==> src/rtl/dmem_arbiter_if.sv <==
// Bundle of the two master ports and the shared memory/IO bus around dmem_arbiter.
// The arbiter takes the slave view; masters and the decoder together take the master view.
interface dmem_arbiter_if;
   logic        m0_req;
   logic        m0_we;
   logic [31:0] m0_addr;
   logic [31:0] m0_wdata;
   logic        m0_gnt;
   logic        m0_rvalid;
   logic [31:0] m0_rdata;

   logic        m1_req;
   logic        m1_we;
   logic [31:0] m1_addr;
   logic [31:0] m1_wdata;
   logic        m1_gnt;
   logic        m1_rvalid;
   logic [31:0] m1_rdata;

   logic        bus_we;
   logic [31:0] bus_addr;
   logic [31:0] bus_wdata;
   logic [31:0] bus_rdata;
   logic        busy;

   modport slave (
      input  m0_req, m0_we, m0_addr, m0_wdata,
      input  m1_req, m1_we, m1_addr, m1_wdata,
      input  bus_rdata,
      output m0_gnt, m0_rvalid, m0_rdata,
      output m1_gnt, m1_rvalid, m1_rdata,
      output bus_we, bus_addr, bus_wdata, busy
   );

   modport master (
      output m0_req, m0_we, m0_addr, m0_wdata,
      output m1_req, m1_we, m1_addr, m1_wdata,
      output bus_rdata,
      input  m0_gnt, m0_rvalid, m0_rdata,
      input  m1_gnt, m1_rvalid, m1_rdata,
      input  bus_we, bus_addr, bus_wdata, busy
   );
endinterface

==> src/rtl/dmem_arbiter.sv <==
// Two-master arbiter for the data-memory/IO bus: one transaction at a time,
// IDLE (grant) -> ACCESS (one bus cycle) -> RESP (rvalid pulse).
module dmem_arbiter_chk (
   input logic clk,
   input logic reset,
   input logic m0_gnt,
   input logic m1_gnt,
   input logic m0_rvalid,
   input logic m1_rvalid,
   input logic bus_we,
   input logic busy
);
   a_gnt_excl: assert property (@(posedge clk) disable iff (reset) !(m0_gnt && m1_gnt));
   a_rvalid_excl: assert property (@(posedge clk) disable iff (reset) !(m0_rvalid && m1_rvalid));
   a_we_busy: assert property (@(posedge clk) disable iff (reset) bus_we |-> busy);
   a_gnt_idle: assert property (@(posedge clk) disable iff (reset) (m0_gnt || m1_gnt) |-> !busy);
endmodule

module dmem_arbiter #(
   parameter bit ROUND_ROBIN = 1'b1
) (
   input logic          clk,
   input logic          reset,
   dmem_arbiter_if.slave arb
);
   typedef enum logic [1:0] {
      ST_IDLE   = 2'b00,
      ST_ACCESS = 2'b01,
      ST_RESP   = 2'b10
   } state_t;

   state_t      r_state;
   state_t      w_state_nxt;
   logic        w_m0_gnt;
   logic        w_m1_gnt;
   logic        w_pick_m1;
   logic        r_winner;      // 0 = m0, 1 = m1
   logic        r_last_grant;  // 0 = m0, 1 = m1
   logic        r_bus_we;
   logic [31:0] r_bus_addr;
   logic [31:0] r_bus_wdata;
   logic [31:0] r_m0_rdata;
   logic [31:0] r_m1_rdata;
   logic        r_m0_rvalid;
   logic        r_m1_rvalid;
   logic        r_busy;

   // Next-state and Mealy grant decode; m1 wins only as sole requester or on its round-robin turn
   always_comb begin
      w_state_nxt = r_state;
      w_pick_m1   = 1'b0;
      w_m0_gnt    = 1'b0;
      w_m1_gnt    = 1'b0;
      case (r_state)
         ST_IDLE: begin
            if (arb.m0_req || arb.m1_req) begin
               if (arb.m1_req && (!arb.m0_req ||
                   ((ROUND_ROBIN == 1'b1) && (r_last_grant == 1'b0)))) begin
                  w_pick_m1 = 1'b1;
               end else begin
                  w_pick_m1 = 1'b0;
               end
               w_m0_gnt    = ~w_pick_m1;
               w_m1_gnt    = w_pick_m1;
               w_state_nxt = ST_ACCESS;
            end else begin
               w_state_nxt = ST_IDLE;
            end
         end
         ST_ACCESS: w_state_nxt = ST_RESP;
         ST_RESP:   w_state_nxt = ST_IDLE;
         default:   w_state_nxt = ST_IDLE;
      endcase
   end

   // State register
   always_ff @(posedge clk or posedge reset) begin
      if (reset) begin
         r_state <= ST_IDLE;
      end else begin
         r_state <= w_state_nxt;
      end
   end

   // Command latch, bus drive, read capture and completion pulses
   always_ff @(posedge clk or posedge reset) begin
      if (reset) begin
         r_winner     <= 1'b0;
         r_last_grant <= 1'b1;
         r_bus_we     <= 1'b0;
         r_bus_addr   <= 32'h0000_0000;
         r_bus_wdata  <= 32'h0000_0000;
         r_m0_rdata   <= 32'h0000_0000;
         r_m1_rdata   <= 32'h0000_0000;
         r_m0_rvalid  <= 1'b0;
         r_m1_rvalid  <= 1'b0;
         r_busy       <= 1'b0;
      end else begin
         r_busy      <= (w_state_nxt != ST_IDLE);
         r_m0_rvalid <= (r_state == ST_ACCESS) && (r_winner == 1'b0);
         r_m1_rvalid <= (r_state == ST_ACCESS) && (r_winner == 1'b1);
         if (w_m0_gnt || w_m1_gnt) begin
            r_winner     <= w_m1_gnt;
            r_last_grant <= w_m1_gnt;
            r_bus_we     <= w_m1_gnt ? arb.m1_we    : arb.m0_we;
            r_bus_addr   <= w_m1_gnt ? arb.m1_addr  : arb.m0_addr;
            r_bus_wdata  <= w_m1_gnt ? arb.m1_wdata : arb.m0_wdata;
         end else if (r_state == ST_ACCESS) begin
            // bus_we is only ever high for the single ACCESS cycle
            r_bus_we <= 1'b0;
            if (r_winner) begin
               r_m1_rdata <= arb.bus_rdata;
            end else begin
               r_m0_rdata <= arb.bus_rdata;
            end
         end else begin
            r_bus_we <= 1'b0;
         end
      end
   end

   assign arb.m0_gnt    = w_m0_gnt;
   assign arb.m1_gnt    = w_m1_gnt;
   assign arb.m0_rvalid = r_m0_rvalid;
   assign arb.m1_rvalid = r_m1_rvalid;
   assign arb.m0_rdata  = r_m0_rdata;
   assign arb.m1_rdata  = r_m1_rdata;
   assign arb.bus_we    = r_bus_we;
   assign arb.bus_addr  = r_bus_addr;
   assign arb.bus_wdata = r_bus_wdata;
   assign arb.busy      = r_busy;

   dmem_arbiter_chk u_chk (
      .clk       (clk),
      .reset     (reset),
      .m0_gnt    (w_m0_gnt),
      .m1_gnt    (w_m1_gnt),
      .m0_rvalid (r_m0_rvalid),
      .m1_rvalid (r_m1_rvalid),
      .bus_we    (r_bus_we),
      .busy      (r_busy)
   );
endmodule

==> src/flat_wrapper.sv <==
// flat-port wrapper written by rule: the top's interface ports become plain ports
module dmem_arbiter_flat 
#(
   parameter bit ROUND_ROBIN = 1'b1
)
  (clk, reset, arb_m0_req, arb_m0_we, arb_m0_addr, arb_m0_wdata, arb_m1_req, arb_m1_we, arb_m1_addr, arb_m1_wdata, arb_bus_rdata, arb_m0_gnt, arb_m0_rvalid, arb_m0_rdata, arb_m1_gnt, arb_m1_rvalid, arb_m1_rdata, arb_bus_we, arb_bus_addr, arb_bus_wdata, arb_busy);
  dmem_arbiter_if arb_i ();
  input logic clk;
  input logic reset;
  input wire logic [$bits(arb_i.m0_req)-1:0] arb_m0_req;
  input wire logic [$bits(arb_i.m0_we)-1:0] arb_m0_we;
  input wire logic [$bits(arb_i.m0_addr)-1:0] arb_m0_addr;
  input wire logic [$bits(arb_i.m0_wdata)-1:0] arb_m0_wdata;
  input wire logic [$bits(arb_i.m1_req)-1:0] arb_m1_req;
  input wire logic [$bits(arb_i.m1_we)-1:0] arb_m1_we;
  input wire logic [$bits(arb_i.m1_addr)-1:0] arb_m1_addr;
  input wire logic [$bits(arb_i.m1_wdata)-1:0] arb_m1_wdata;
  input wire logic [$bits(arb_i.bus_rdata)-1:0] arb_bus_rdata;
  output wire logic [$bits(arb_i.m0_gnt)-1:0] arb_m0_gnt;
  output wire logic [$bits(arb_i.m0_rvalid)-1:0] arb_m0_rvalid;
  output wire logic [$bits(arb_i.m0_rdata)-1:0] arb_m0_rdata;
  output wire logic [$bits(arb_i.m1_gnt)-1:0] arb_m1_gnt;
  output wire logic [$bits(arb_i.m1_rvalid)-1:0] arb_m1_rvalid;
  output wire logic [$bits(arb_i.m1_rdata)-1:0] arb_m1_rdata;
  output wire logic [$bits(arb_i.bus_we)-1:0] arb_bus_we;
  output wire logic [$bits(arb_i.bus_addr)-1:0] arb_bus_addr;
  output wire logic [$bits(arb_i.bus_wdata)-1:0] arb_bus_wdata;
  output wire logic [$bits(arb_i.busy)-1:0] arb_busy;
  assign arb_i.m0_req = arb_m0_req;
  assign arb_i.m0_we = arb_m0_we;
  assign arb_i.m0_addr = arb_m0_addr;
  assign arb_i.m0_wdata = arb_m0_wdata;
  assign arb_i.m1_req = arb_m1_req;
  assign arb_i.m1_we = arb_m1_we;
  assign arb_i.m1_addr = arb_m1_addr;
  assign arb_i.m1_wdata = arb_m1_wdata;
  assign arb_i.bus_rdata = arb_bus_rdata;
  assign arb_m0_gnt = arb_i.m0_gnt;
  assign arb_m0_rvalid = arb_i.m0_rvalid;
  assign arb_m0_rdata = arb_i.m0_rdata;
  assign arb_m1_gnt = arb_i.m1_gnt;
  assign arb_m1_rvalid = arb_i.m1_rvalid;
  assign arb_m1_rdata = arb_i.m1_rdata;
  assign arb_bus_we = arb_i.bus_we;
  assign arb_bus_addr = arb_i.bus_addr;
  assign arb_bus_wdata = arb_i.bus_wdata;
  assign arb_busy = arb_i.busy;
  dmem_arbiter #(.ROUND_ROBIN(ROUND_ROBIN)) u_core (.clk(clk), .reset(reset), .arb(arb_i));
endmodule
==> config.mk <==
export PLATFORM = sky130hd
export DESIGN_NAME = dmem_arbiter_flat
export DESIGN_NICKNAME = d
export VERILOG_FILES = /design/src/rtl/dmem_arbiter_if.sv /design/src/rtl/dmem_arbiter.sv /design/src/flat_wrapper.sv
export SDC_FILE = /design/constraint.sdc
export NUM_CORES = 1
export LEC_CHECK = 0
export ABC_AREA = 1
export ABC_CLOCK_PERIOD_IN_PS = 6190
export CAP_MARGIN = 20
export CORE_MARGIN = 5
export CORE_UTILIZATION = 42
export DETAILED_ROUTE_END_ITERATION = 10
export PLACE_DENSITY = 0.91
export RECOVER_POWER = 25
export SLEW_MARGIN = 20
export SYNTH_ARGS = -nofsm -noshare
export SYNTH_HDL_FRONTEND = slang
export SYNTH_SLANG_ARGS = --single-unit
==> constraint.sdc <==
create_clock -name clk -period 6.19 [get_ports clk]
set_clock_uncertainty 0.15 [all_clocks]
set_input_delay 1.238 -clock clk [delete_from_list [all_inputs] [get_ports clk]]
set_output_delay 1.238 -clock clk [all_outputs]
set_load 0.01 [all_outputs]
* Word level (Yosys, flattened, before mapping) *
Index checks and enable logic that the tools add are counted.

operators by class
  mux-type cells = 13
  equal/unequal tests = 1
  reductions and logical operators = 11
  bitwise operators = 4

operator list
  kind                                                                    number
  32-bit 2-to-1 mux                                                       2
  1-bit 2-to-1 mux                                                        10
  3-bit AND reduction                                                     2
  1-bit inverter                                                          4
  2-bit one-hot mux with 2 select lines                                   1
  1-bit logical AND                                                       3
  1-bit logical OR                                                        3
  2-bit by 1-bit equality test with 1-bit output (second input constant)  1
  2-bit zero test                                                         1
  2-bit nonzero test                                                      1
  1-bit zero test                                                         1

word-level totals
  output and inout bits = 134
  word-level logic and storage cells = 40
  flip-flop bits (word level) = 136
  input bits = 166

* Logic depth before layout (Yosys ltp) *
  word-level depth = 12
  depth in mapped cells = 8
  depth with buffers taken out = 6

* Worst setup path before layout *
No wires, ideal clock.

  path type = input port to output port
  start = input arb_m0_req
  end = output arb_m0_gnt
  setup slack = 2.884 ns
  data arrival time = 1.918 ns
  cell stages on the path = 4
  cells stage by stage = nand2_1 buf_4 clkbuf_1 a21oi_1

between the ends
  word-level cells in the longest chain between the ends = 9

ends and longest elaborated chain
  what                line                source
  start: declaration  flat_wrapper.sv:10  input wire logic [$bits(arb_i.m0_req)-1:0] arb_m0_req;
  1-bit zero test     dmem_arbiter.sv:57  if (arb.m1_req && (!arb.m0_req ||
  1-bit logical OR    dmem_arbiter.sv:57
  1-bit logical AND   dmem_arbiter.sv:57
  1-bit 2-to-1 mux    dmem_arbiter.sv:57
  1-bit 2-to-1 mux    dmem_arbiter.sv:56  if (arb.m0_req || arb.m1_req) begin
  1-bit 2-to-1 mux    dmem_arbiter.sv:54  case (r_state)
  1-bit inverter      dmem_arbiter.sv:63  w_m0_gnt = ~w_pick_m1;
  1-bit 2-to-1 mux *  dmem_arbiter.sv:56
  1-bit 2-to-1 mux *  dmem_arbiter.sv:54
  end: declaration    flat_wrapper.sv:19  output wire logic [$bits(arb_i.m0_gnt)-1:0] arb_m0_gnt;

Mark *: on every way between the ends. The rest lies on a longest branch, timed or not. The select of a mux whose other input is x is not followed.

* Worst setup path after layout *
  start = input arb_m1_req
  end = output arb_m1_gnt

between the ends
  word-level cells in the longest chain between the ends = 6

ends and longest elaborated chain
  what                line                source
  start: declaration  flat_wrapper.sv:14  input wire logic [$bits(arb_i.m1_req)-1:0] arb_m1_req;
  1-bit logical AND   dmem_arbiter.sv:57
  1-bit 2-to-1 mux    dmem_arbiter.sv:57
  1-bit 2-to-1 mux    dmem_arbiter.sv:56
  1-bit 2-to-1 mux    dmem_arbiter.sv:54
  1-bit 2-to-1 mux *  dmem_arbiter.sv:56
  1-bit 2-to-1 mux *  dmem_arbiter.sv:54
  end: declaration    flat_wrapper.sv:22  output wire logic [$bits(arb_i.m1_gnt)-1:0] arb_m1_gnt;

Marks and branches as above.

==> flow_summary.toml <==
[run_status]
status = "finished with violations"
violations = "max-capacitance violations, max-slew violations"

[worst_setup_path]
end_kind = "output pin"
reg2reg_from = "u_core.r_state[1]$_DFF_PP0_"
startpoint = "arb_m1_req"
cp.arrival_ps = 2970
crit_fanout = 44
crit_path_cell_trace = "buf_2 > buf_4 > nand3_2 > inv_1 > clkdlybuf4s50_1"
critPathSlowestCell = "clkdlybuf4s50_1"
critical-path-max-stage-delay_ps = 560
required_ps = 4800
cp-start-kind = "input pin"
criticalPathCategory = "in2out"

[layout]
diodes = 0
mostFrequentLayoutCell = "clkdlybuf4s50_1"
multi_input_area_um2 = 2090
register_area_um2 = 3400
layout_common_cells = "clkdlybuf4s50_1, nand2_1, inv_1, dfrtp_1, o21ai_0"
fill_cells = 1192
drive_above_1_share = 0.0443
final_nets = 1259
final_cell_area_um2 = 9970
area_delta_synth_final_pct = 55.7

[global_routing]
gr-total-overflow = 0
antenna_found_initial = 0
grt_start_max_net_pins = 106
grt_pass1_vias = 6083
grt_pass1_wl_mm = 32.1
grt_usage = 0.226

[place]
port_buffers = 299
gp_congestion = 0.832
dpl-instance-area_um2 = 9410
dp_slack_ps = 1830
place_hpwl_mm = 14.4

[timing]
hold_viol = 0
setup_tns_ps = 0
setup_ws_ps = 1830
setup-violations-final = 0
rsz0062_at_grt = "no"
period_share = 0.704
min_period_ps = 4360
slew_viol_final = 132
maxSlewHeadroom = -0.276
fmax_mhz = 229
worstMarginPinSlew_ps = 1910

[clock_network]
post_cts_resized = 0
cts_buffers = 17
cts.clk_slew.worst_paths_ps = 60
cts_hold_buf = 0
cts_sinks = 136
cts_tree = "built"
cts_root_buf = "clkbuf_16"
clk_latency_ps = 410
htreeDepth = 4
postCtsSetupRepairBufs = 0
clockBufferDepth = 2

[route]
vias = 6337
first_pass_iters = 5
drc = 0
post_drt_wl_per_cell_um = 15.9
drt_iter0_markers = 465
ant_nets = 0
drt-total-wl_mm = 20.5
vias_per_cell = 4.90

[die]
die_x_um = 133
rows = 45
ios = 300
core_um2 = 15100
start_util = 0.424
die_height_um = 133
die_area_um2 = 17800

[run]
drv_cap = 2

[yosys]
synth_area_per_cell_um2 = 7.77
synthCells = 824
ys_seq_area_frac = 0.532
synth_nets = 990
yosysTopAreaCell = "dfrtp_1"
ys_seq_elements = 136
synth_area_um2 = 6400
synth_cell_types = 18
synth_top_area_frac = 0.527
synthTopCellsByArea = "dfrtp_1, nand2_1, inv_1, nand4_1, nand3_1"
yosys_warnings = 0

[power_and_ir_drop]
cellLeakagePower_uw = 0.00514
clkPwrFrac = 0.200
p_seq_frac = 0.322
p_int_uw = 3020
switchingPower_uw = 1850
irDropWorstVdd_v = 0.000321
p_comb_frac = 0.478
p_sw_frac = 0.381
power.total_uw = 4870
power_density_nw_per_um2 = 489

[worst_hold_path]
min_path_type = "reg2reg"
holdCritStartpoint = "u_core.arb.bus_addr[9]$_DFFE_PP0P_"
-- registers in the layout, indices dropped and copies added, names as in the netlist --
| name | cells |
|---|---|
| u_core.r_state | 2 |
| u_core.arb.m1_rvalid | 1 |
| u_core.arb.busy | 1 |
| u_core.arb.bus_we | 1 |
| u_core.arb.bus_addr | 32 |
| u_core.r_winner | 1 |
| u_core.arb.m1_rdata | 32 |
| u_core.arb.m0_rvalid | 1 |
| u_core.arb.m0_rdata | 32 |
| u_core.arb.bus_wdata | 32 |
| u_core.r_last_grant | 1 |
-- routing by layer --
| metal | vias to the layer above | global-route usage | part of all wire |
|---|---|---|---|
| li1 | 3073 | - | - |
| met1 | 2907 | 0.278 | 0.39 |
| met2 | 298 | 0.374 | 0.50 |
| met3 | 59 | 0.0563 | 0.072 |
| met4 | 0 | 0.111 | 0.041 |
| met5 | - | 0 | 0 |
-- power groups by stage --
| stage | Combinational [uW] | Sequential, uW | Clock [uW] |
|---|---|---|---|
| 2_1_floorplan | 938 | 1770 | 0 |
| 3_3_place_gp | 2310 | 1560 | 0 |
| 3_5_place_dp | 2360 | 1580 | 0 |
| 4_1_cts | 2380 | 1570 | 990 |
| 5_1_grt | 2530 | 1630 | 1030 |
| 6_report | 2330 | 1570 | 972 |
-- path summary, 6_finish.rpt --
kind / endpoint / slack [ps] / cells past startpoint
setup reg to reg: u_core.arb.m1_rdata[22]$_DFFE_PP0P_ / 3500 / 3
setup / recovery: arb_m1_gnt / 1830 / 5
min in group asynchronous: u_core.arb.bus_wdata[12]$_DFFE_PP0P_ / 1370 / 2
max in group asynchronous: u_core.arb.bus_addr[28]$_DFFE_PP0P_ / 3480 / 3
hold reg to reg: u_core.arb.bus_addr[9]$_DFFE_PP0P_ / 330 / 2
hold / removal: u_core.arb.bus_addr[9]$_DFFE_PP0P_ / 330 / 2
-- synth_stat cells, drive strengths merged --
cell type and instances:
a21oi 2, dfrtp 135, nor2 6, inv 168
clkbuf 14, buf 42, nand2 261, nand4 64
dfstp 1, o21ai 66, nand3 65
-- stage by stage --
| step | cells | utilization | hold slack, ps |
|---|---|---|---|
| final | 1294 | 0.661 | 326 |
| after global routing | 1294 | 0.661 | 344 |
| after CTS | 1294 | 0.661 | 331 |
| after detailed placement | 1262 | 0.624 | 314 |
| after floorplan | 824 | - | 293 |
| after global placement | 1262 | 0.624 | 310 |
-- layout make-up --
type                            instances  area share
Tap cell                              188      0.0236
Multi-Input combinational cell        464       0.210
Clock buffer                           17      0.0427
Sequential cell                       136       0.341
Timing Repair Buffer                  306       0.305
Clock inverter                         15      0.0138
Inverter                              168      0.0638
-- critical path: cells and delay by family --
kind | cells | cell delay, ps
buffers and inverters | 4 | 1570
AND/OR/NAND/NOR | 1 | 140
-- kinds of logic (layout without fill, tap and decap cells) --
kind of cell / after synthesis / count (layout) / share of synthesized area
AND/OR/NAND/NOR: 396 / 396 / 0.273
buffers and inverters: 224 / 506 / 0.143
flip-flops: 136 / 136 / 0.532
AO/OA/AOI/OAI: 68 / 68 / 0.0531
(Power assumes the default switching activity.)
